<file path="src/rtl/rv32_multicycle_lsu_if.sv">
// Memory-map bus between the load/store unit and memory.
// Shared types:
//   mem_access_t         : access width (byte/half/word)
//   mem_exception_mask_t : nonzero when memory flags an error on a beat
// Modports:
//   master : LSU side. Drives req/addr/wr_data/wr_ena/access.
//            Receives ready/rd_data/exception.
//   slave  : memory side, mirror of master.
package rv32_lsu_pkg;
    typedef enum logic [1:0] {
        MEM_ACCESS_BYTE = 2'd0,
        MEM_ACCESS_HALF = 2'd1,
        MEM_ACCESS_WORD = 2'd2
    } mem_access_t;

    typedef logic [3:0] mem_exception_mask_t;
endpackage

interface rv32_multicycle_lsu_if;
    import rv32_lsu_pkg::*;

    logic                mem_req;
    logic                mem_ready;
    logic [31:0]         mem_addr;
    logic [31:0]         mem_wr_data;
    logic                mem_wr_ena;
    mem_access_t         mem_access;
    logic [31:0]         mem_rd_data;
    mem_exception_mask_t mem_exception;

    modport master (
        output mem_req, mem_addr, mem_wr_data, mem_wr_ena, mem_access,
        input  mem_ready, mem_rd_data, mem_exception
    );

    modport slave (
        input  mem_req, mem_addr, mem_wr_data, mem_wr_ena, mem_access,
        output mem_ready, mem_rd_data, mem_exception
    );
endinterface

</file>
<file path="src/rtl/rv32_multicycle_lsu.sv">
// Multicycle load/store unit for the rv32i core.
// It runs the memory phase of LB/LH/LW/LBU/LHU/SB/SH/SW. It provides wait
// states, sign/zero extension and optional byte-splitting of misaligned
// accesses. It reports timeout, memory-exception and illegal-funct3 errors.
//
// Ports:
//   clk, rst              clock; async active-low reset
//   ena                   gates acceptance of new requests only
//   req_*                 core request (valid/ready handshake)
//   resp_*                one-cycle response pulse with data and flags
//   mem (master modport)  memory-map bus
//
// States:
//   S_IDLE   | waiting for a request, req_ready = ena
//   S_ACCESS | single aligned access in progress
//   S_SPLIT  | misaligned access issued as byte beats, idx = current byte
//   S_RESP   | resp_valid pulse, then back to S_IDLE
module rv32_multicycle_lsu
    import rv32_lsu_pkg::*;
#(
    parameter int ALLOW_MISALIGNED = 1,
    parameter int MAX_WAIT         = 15,
    parameter int WAIT_W           = $clog2(MAX_WAIT + 2)
) (
    input  logic        clk,
    input  logic        rst,
    input  logic        ena,
    input  logic        req_valid,
    output logic        req_ready,
    input  logic        req_store,
    input  logic [2:0]  req_funct3,
    input  logic [31:0] req_addr,
    input  logic [31:0] req_wdata,
    output logic        resp_valid,
    output logic [31:0] resp_rdata,
    output logic        resp_misaligned,
    output logic        resp_illegal,
    output logic        resp_fault,
    rv32_multicycle_lsu_if.master mem
);

    typedef enum logic [1:0] {S_IDLE, S_ACCESS, S_SPLIT, S_RESP} state_t;

    state_t              state_q, state_d;
    logic [31:0]         addr_q, wdata_q, asm_q;
    logic [2:0]          f3_q;
    logic                store_q;
    logic [1:0]          idx_q;
    logic [WAIT_W-1:0]   wait_q;
    logic                misal_q, illegal_q, fault_q;

    logic req_illegal, req_misal, accept, in_beat, beat_err, timeout, last_byte;

    function automatic logic [31:0] extend(input logic [2:0] f3, input logic [31:0] d);
        case (f3)
            3'b000:  extend = {{24{d[7]}}, d[7:0]};
            3'b001:  extend = {{16{d[15]}}, d[15:0]};
            3'b100:  extend = {24'b0, d[7:0]};
            3'b101:  extend = {16'b0, d[15:0]};
            default: extend = d;
        endcase
    endfunction

    always_comb begin
        case (req_funct3)
            3'b000, 3'b001, 3'b010: req_illegal = 1'b0;
            3'b100, 3'b101:         req_illegal = req_store;
            default:                req_illegal = 1'b1;
        endcase
        req_misal = (req_funct3[1:0] == 2'b01 && req_addr[0]) ||
                    (req_funct3[1:0] == 2'b10 && req_addr[1:0] != 2'b00);
    end

    assign accept    = (state_q == S_IDLE) && req_valid && ena;
    assign in_beat   = (state_q == S_ACCESS) || (state_q == S_SPLIT);
    assign beat_err  = mem.mem_ready && (mem.mem_exception != '0);
    // Timeout fires on the cycle the wait count would reach MAX_WAIT, so
    // mem_req is high for exactly MAX_WAIT cycles on a dead bus.
    assign timeout   = (MAX_WAIT != 0) && !mem.mem_ready &&
                       (wait_q == WAIT_W'(MAX_WAIT - 1));
    assign last_byte = (idx_q == (f3_q[1] ? 2'd3 : 2'd1));

    always_ff @(posedge clk or negedge rst) begin
        if (!rst) state_q <= S_IDLE;
        else      state_q <= state_d;
    end

    always_comb begin
        state_d         = state_q;
        req_ready       = 1'b0;
        resp_valid      = 1'b0;
        resp_rdata      = 32'b0;
        resp_misaligned = 1'b0;
        resp_illegal    = 1'b0;
        resp_fault      = 1'b0;
        mem.mem_req     = 1'b0;
        mem.mem_addr    = 32'b0;
        mem.mem_wr_data = 32'b0;
        mem.mem_wr_ena  = 1'b0;
        mem.mem_access  = MEM_ACCESS_BYTE;
        case (state_q)
            S_IDLE: begin
                req_ready = ena;
                if (accept) begin
                    if (req_illegal || (req_misal && ALLOW_MISALIGNED == 0)) state_d = S_RESP;
                    else if (req_misal)                                     state_d = S_SPLIT;
                    else                                                    state_d = S_ACCESS;
                end
            end
            S_ACCESS: begin
                mem.mem_req     = 1'b1;
                mem.mem_addr    = addr_q;
                mem.mem_wr_data = wdata_q;
                mem.mem_wr_ena  = store_q;
                mem.mem_access  = mem_access_t'(f3_q[1:0]);
                if (mem.mem_ready || timeout) state_d = S_RESP;
            end
            S_SPLIT: begin
                mem.mem_req     = 1'b1;
                mem.mem_addr    = addr_q + {30'b0, idx_q};
                mem.mem_wr_data = {24'b0, wdata_q[{idx_q, 3'b000} +: 8]};
                mem.mem_wr_ena  = store_q;
                mem.mem_access  = MEM_ACCESS_BYTE;
                if ((mem.mem_ready && (beat_err || last_byte)) || timeout) state_d = S_RESP;
            end
            S_RESP: begin
                resp_valid      = 1'b1;
                resp_misaligned = misal_q;
                resp_illegal    = illegal_q;
                resp_fault      = fault_q;
                if (!store_q && !misal_q && !illegal_q && !fault_q)
                    resp_rdata = extend(f3_q, asm_q);
                state_d = S_IDLE;
            end
            default: state_d = S_IDLE;
        endcase
    end

    always_ff @(posedge clk or negedge rst) begin
        if (!rst) begin
            addr_q    <= 32'b0;
            wdata_q   <= 32'b0;
            asm_q     <= 32'b0;
            f3_q      <= 3'b0;
            store_q   <= 1'b0;
            idx_q     <= 2'b0;
            wait_q    <= '0;
            misal_q   <= 1'b0;
            illegal_q <= 1'b0;
            fault_q   <= 1'b0;
        end else begin
            if (accept) begin
                addr_q    <= req_addr;
                wdata_q   <= req_wdata;
                f3_q      <= req_funct3;
                store_q   <= req_store;
                asm_q     <= 32'b0;
                idx_q     <= 2'b0;
                wait_q    <= '0;
                illegal_q <= req_illegal;
                misal_q   <= !req_illegal && req_misal && (ALLOW_MISALIGNED == 0);
                fault_q   <= 1'b0;
            end
            if (in_beat) begin
                if (mem.mem_ready) begin
                    wait_q <= '0;
                    if (beat_err) begin
                        fault_q <= 1'b1;
                    end else if (state_q == S_SPLIT) begin
                        asm_q[{idx_q, 3'b000} +: 8] <= mem.mem_rd_data[7:0];
                        idx_q <= idx_q + 2'd1;
                    end else begin
                        asm_q <= mem.mem_rd_data;
                    end
                end else if (timeout) begin
                    fault_q <= 1'b1;
                end else begin
                    wait_q <= wait_q + 1'b1;
                end
            end
        end
    end

endmodule

</file>
<file path="src/flat_wrapper.sv">
// flat-port wrapper written by rule: the top's interface ports become plain ports
module rv32_multicycle_lsu_flat import rv32_lsu_pkg::*;
#(
    parameter int ALLOW_MISALIGNED = 1,
    parameter int MAX_WAIT         = 15,
    parameter int WAIT_W           = $clog2(MAX_WAIT + 2)
)
  (clk, rst, ena, req_valid, req_ready, req_store, req_funct3, req_addr, req_wdata, resp_valid, resp_rdata, resp_misaligned, resp_illegal, resp_fault, mem_mem_req, mem_mem_addr, mem_mem_wr_data, mem_mem_wr_ena, mem_mem_access, mem_mem_ready, mem_mem_rd_data, mem_mem_exception);
  rv32_multicycle_lsu_if mem_i ();
  input  logic clk;
  input  logic rst;
  input  logic ena;
  input  logic req_valid;
  output logic req_ready;
  input  logic req_store;
  input  logic [2:0] req_funct3;
  input  logic [31:0] req_addr;
  input  logic [31:0] req_wdata;
  output logic resp_valid;
  output logic [31:0] resp_rdata;
  output logic resp_misaligned;
  output logic resp_illegal;
  output logic resp_fault;
  output wire logic [$bits(mem_i.mem_req)-1:0] mem_mem_req;
  output wire logic [$bits(mem_i.mem_addr)-1:0] mem_mem_addr;
  output wire logic [$bits(mem_i.mem_wr_data)-1:0] mem_mem_wr_data;
  output wire logic [$bits(mem_i.mem_wr_ena)-1:0] mem_mem_wr_ena;
  output wire logic [$bits(mem_i.mem_access)-1:0] mem_mem_access;
  input wire logic [$bits(mem_i.mem_ready)-1:0] mem_mem_ready;
  input wire logic [$bits(mem_i.mem_rd_data)-1:0] mem_mem_rd_data;
  input wire logic [$bits(mem_i.mem_exception)-1:0] mem_mem_exception;
  assign mem_mem_req = mem_i.mem_req;
  assign mem_mem_addr = mem_i.mem_addr;
  assign mem_mem_wr_data = mem_i.mem_wr_data;
  assign mem_mem_wr_ena = mem_i.mem_wr_ena;
  assign mem_mem_access = mem_i.mem_access;
  assign mem_i.mem_ready = mem_mem_ready;
  assign mem_i.mem_rd_data = mem_mem_rd_data;
  assign mem_i.mem_exception = mem_mem_exception;
  rv32_multicycle_lsu #(.ALLOW_MISALIGNED(ALLOW_MISALIGNED), .MAX_WAIT(MAX_WAIT), .WAIT_W(WAIT_W)) u_core (.clk(clk), .rst(rst), .ena(ena), .req_valid(req_valid), .req_ready(req_ready), .req_store(req_store), .req_funct3(req_funct3), .req_addr(req_addr), .req_wdata(req_wdata), .resp_valid(resp_valid), .resp_rdata(resp_rdata), .resp_misaligned(resp_misaligned), .resp_illegal(resp_illegal), .resp_fault(resp_fault), .mem(mem_i));
endmodule
</file>
<file path="config.mk">
export PLATFORM = sky130hd
export DESIGN_NAME = rv32_multicycle_lsu_flat
export DESIGN_NICKNAME = d
export VERILOG_FILES = /design/src/rtl/rv32_multicycle_lsu_if.sv /design/src/rtl/rv32_multicycle_lsu.sv /design/src/flat_wrapper.sv
export SDC_FILE = /design/constraint.sdc
export NUM_CORES = 1
export LEC_CHECK = 0
export ABC_AREA = 1
export CORE_UTILIZATION = 44
export DETAILED_ROUTE_END_ITERATION = 8
export DONT_BUFFER_PORTS = 1
export PLACE_DENSITY_LB_ADDON = 0.05
export SLEW_MARGIN = 10
export SYNTH_ARGS = -nofsm -noshare
export SYNTH_HDL_FRONTEND = slang
export SYNTH_SLANG_ARGS = --single-unit
</file>
<file path="constraint.sdc">
create_clock -name clk -period 3.1 [get_ports clk]
set_clock_uncertainty 0.2 [all_clocks]
set_input_delay 0.465 -clock clk [delete_from_list [all_inputs] [get_ports clk]]
set_output_delay 0.465 -clock clk [all_outputs]
set_load 0.1 [all_outputs]
</file>
==> impl_metrics.prom <==
# TYPE chip_impl_metric gauge
chip_impl_metric{name="hold_buffers",unit=""} 2
chip_impl_metric{name="drt-total-wl",unit="µm"} 21520
chip_impl_metric{name="critical_path_buf_inv_count",unit=""} 1
chip_impl_metric{name="drtAntennaViolNets",unit=""} 0
chip_impl_metric{name="vdd_drop_max",unit="µV"} 872.3
chip_impl_metric{name="fp-row-count",unit=""} 45
chip_impl_metric{name="finalCoreUtilization",unit="%"} 64.19
chip_impl_metric{name="yosysWarningCount",unit=""} 0
chip_impl_metric{name="multi_input_logic_area",unit="mm²"} 0.004043
chip_impl_metric{name="detailed_place_hpwl",unit="µm"} 16030
chip_impl_metric{name="grt_first_pass_wirelength",unit="µm"} 34490
chip_impl_metric{name="n_fill_cell",unit=""} 1376
chip_impl_metric{name="synthesis.instances",unit=""} 1058
chip_impl_metric{name="cp.required",unit="ps"} 2430
chip_impl_metric{name="synth_area",unit="mm²"} 0.007009
chip_impl_metric{name="grt_antenna_before_repair",unit=""} 0
chip_impl_metric{name="static-leakage-power",unit="nW"} 4.579
chip_impl_metric{name="cts_max_level",unit=""} 3
chip_impl_info{name="cts.root.buffer_cell",value="clkbuf_16"} 1
chip_impl_metric{name="mean_number_of_vias_per_cell",unit=""} 5.226
chip_impl_metric{name="wirelength_met1",unit="µm"} 9103
chip_impl_metric{name="synth_edf_count",unit=""} 0
chip_impl_metric{name="timing.max_slew.rel_slack",unit="%"} 45.45
chip_impl_metric{name="finalSetupViolCount",unit=""} 0
chip_impl_metric{name="achievable-frequency",unit="MHz"} 330.8
chip_impl_info{name="top_cell_family_by_delay_on_the_critical_path",value="simple AND/OR/NAND/NOR gates"} 1
chip_impl_metric{name="drt_pass1_iterations",unit=""} 6
chip_impl_metric{name="width_of_the_die",unit="µm"} 128.2
chip_impl_metric{name="post_dp_cell_area",unit="mm²"} 0.009434
chip_impl_metric{name="final_nets",unit=""} 1275
chip_impl_metric{name="clock-sinks",unit=""} 111
chip_impl_metric{name="detailedRoute.firstIterationViolations",unit=""} 467
chip_impl_metric{name="drive_gt1_share",unit="%"} 21.00
chip_impl_metric{name="tightest_slew",unit="ps"} 817.4
chip_impl_metric{name="power.density",unit="mW/mm²"} 1077
chip_impl_info{name="netlist.top_cell.by_area",value="dfrtp_1"} 1
chip_impl_metric{name="cts.path.max_buffers",unit=""} 2
chip_impl_metric{name="final_design_area_no_fill",unit="mm²"} 0.009867
chip_impl_metric{name="timing_hold_violations_final",unit=""} 111
chip_impl_metric{name="start_util",unit="%"} 45.60
chip_impl_info{name="top_signal_layer_used",value="met4"} 1
chip_impl_metric{name="maxCapViolCount",unit=""} 0
chip_impl_metric{name="track_usage",unit="%"} 27.15
chip_impl_metric{name="clkTransAtPathRegs",unit="ps"} 80
chip_impl_metric{name="synth_seq_cells",unit=""} 111
chip_impl_metric{name="synth_seq_area_share",unit="%"} 39.63
chip_impl_info{name="nature_of_the_critical_path_endpoint",value="primary output"} 1
chip_impl_metric{name="final_period_minus_worst_setup_slack",unit="ps"} 3023
chip_impl_metric{name="largest_fanout_on_the_critical_path",unit=""} 4
chip_impl_metric{name="core_region_area",unit="mm²"} 0.01537
chip_impl_metric{name="synthToLayoutAreaGrowth",unit="%"} 40.77
chip_impl_metric{name="grt_pass1_vias",unit=""} 6867
chip_impl_info{name="netlist_top_cells_area",value="dfrtp_1 40%, nand2_1 22%, o21ai_0 7.6%, nor2_1 6.2%, nand3_1 5.1%"} 1
chip_impl_metric{name="design.die.area",unit="mm²"} 0.01644
chip_impl_metric{name="antenna_cells",unit=""} 0
chip_impl_metric{name="fp.dieH",unit="µm"} 128.2
chip_impl_info{name="slowest_stage",value="dfrtp_1"} 1
chip_impl_metric{name="route.vias.total",unit=""} 7149
chip_impl_metric{name="finalCritPeriodShare",unit="%"} 97.52
chip_impl_info{name="timing.hold.worst.class",value="in -> async"} 1
chip_impl_metric{name="clock_insertion_delay_worst_skew",unit="ps"} 360
chip_impl_metric{name="cp_slowest_stage_delay",unit="ps"} 420
chip_impl_metric{name="syn_nets",unit=""} 1181
chip_impl_info{name="mostFrequentLayoutCell",value="nand2_1"} 1
chip_impl_info{name="critPathKind",value="reg -> out"} 1
chip_impl_metric{name="worst_hold_slack",unit="ps"} -403.6
chip_impl_info{name="layout_common_cells",value="399 x nand2_1, 111 x dfrtp_1, 102 x o21ai_0"} 1
chip_impl_info{name="start_kind",value="flip-flop"} 1
chip_impl_metric{name="async_reset_ff_share",unit="%"} 100.0
chip_impl_info{name="status",value="finished, violations left"} 1
chip_impl_metric{name="grt_start_max_net_pins",unit=""} 112
chip_impl_metric{name="grt.overflow.total",unit=""} 0
chip_impl_metric{name="slew_viol_final",unit=""} 0
chip_impl_metric{name="remaining_drc_errors",unit=""} 0
chip_impl_info{name="critical-path-top-cell-by-count",value="nand2_1"} 1
chip_impl_metric{name="place_congestion",unit=""} 0.9029
chip_impl_metric{name="seq_area",unit="mm²"} 0.002778
chip_impl_metric{name="synthesis.area_per_instance",unit="µm²"} 6.625
chip_impl_metric{name="detailroute.wirelength.met2",unit="µm"} 10280
chip_impl_metric{name="wl_met3",unit="µm"} 1567
chip_impl_info{name="failed_checks",value="hold timing"} 1
chip_impl_metric{name="synth_cell_types",unit=""} 41
chip_impl_metric{name="cts-buffers-inserted",unit=""} 9
chip_impl_info{name="path_cells",value="ha_2, fa_1, nand2_1, nor2_2, nand2_2, nor2_1, or2_2, nand3_1, nand2_1, buf_12"} 1
chip_impl_info{name="dominantRegCellSynth",value="dfrtp_1"} 1
chip_impl_metric{name="synth_top_area_share",unit="%"} 39.63
chip_impl_metric{name="wl_per_cell",unit="µm"} 15.73
chip_impl_info{name="tritoncts",value="done"} 1
chip_impl_metric{name="io_pins",unit=""} 214
chip_impl_metric{name="io_buffer_count",unit=""} 0
chip_impl_metric{name="critical_path_arrival",unit="ps"} 2360
[area by class of cell]
class,instances,share of cell area (%)
clock buffer,12,2.701
clock inverter,4,0.3804
inverter,95,3.677
multi-input combinational,806,40.97
sequential,111,28.15
tap,211,2.676
timing repair buffer,129,21.44
[routing by layer]
| layer | vias up | global-route usage, % |
|---|---|---|
| met5 | - | 0 |
| li1 | 3528 | - |
| met4 | 0 | 11.42 |
| met2 | 271 | 44.77 |
| met3 | 34 | 5.467 |
| met1 | 3316 | 34.65 |
[logic make-up after synthesis]
logic type / synth area share, %
AOI/OAI and AO/OA: 13.41
buffers and inverters: 8.211
other: 0.05350
adders and majority gates: 2.606
and+or+nand+nor: 35.59
xor gates and xnor gates: 0.4999
DFF: 39.63
[worst paths after layout]
check / from / endpoint / slack [ps] / depth (start not counted)
max: u_core.addr_q[0] / mem_mem_addr[16] / 80 / 10
min: rst / u_core.wdata_q[26] / -400 / 0
max reg2reg: u_core.idx_q[1] / u_core.asm_q[10] / 390 / 7
min reg2reg: u_core.asm_q[25] / u_core.asm_q[25] / 280 / 2
max in group asynchronous: rst / u_core.addr_q[22] / 2910 / 0
min in group clk: req_wdata[7] / u_core.wdata_q[7] / 10 / 2
[metrics by stage]
| stage | TNS, ps | instances | power, mW | setup WS (ps) | hold slack [ps] |
|---|---|---|---|---|---|
| 2_1_floorplan | -353.7 | 1058 | 7.265 | -58.95 | -30.59 |
| 3_5_place_dp | 0 | 1344 | 9.407 | 309.3 | -27.92 |
| 5_1_grt | -8.565 | 1368 | 11.21 | -8.565 | -421.7 |
| 4_1_cts | 0 | 1362 | 10.64 | 0.9013 | -418.0 |
| 3_3_place_gp | 0 | 1344 | 9.357 | 320.9 | -27.77 |
| 6_report | 0 | 1368 | 10.63 | 77.00 | -403.6 |
[power by group]
part	internal (mW)	total (mW)	switching, mW
sequential	2.01	2.53	0.520
clock	0.623	1.21	0.582
combinational	2.08	6.89	4.81
[flip-flops by register name, indices dropped and copies added (netlist names)]
register and flops:
u_core.wait_q 5, u_core.wdata_q 32, u_core.state_q 2, u_core.idx_q 2, u_core.addr_q 32, u_core.asm_q 32, u_core.illegal_q 1, u_core.fault_q 1
u_core.store_q 1, u_core.f3_q 3
[timing repair]
action | 4_1_cts | 5_1_grt
resized for setup | 4 | 12
hold endpoints to repair | 113 | 111
pin swaps | 0 | 3
setup buffers | 0 | 6
endpoints found under the setup margin | 8 | 22
[synth_stat cells, drive strengths merged (2+ instances only)]
master,n
nand2,403
nor2,127
dfrtp,111
o21ai,110
inv,93
nand3,72
a21oi,41
buf,25
clkbuf,21
ha,13
a21o,8
or2,7
nand4,4
nor3,4
xor2,3
a22o,2
clkinv,2
o211ai,2
o31ai,2
No activity file was read; power rests on OpenSTA's default activity.
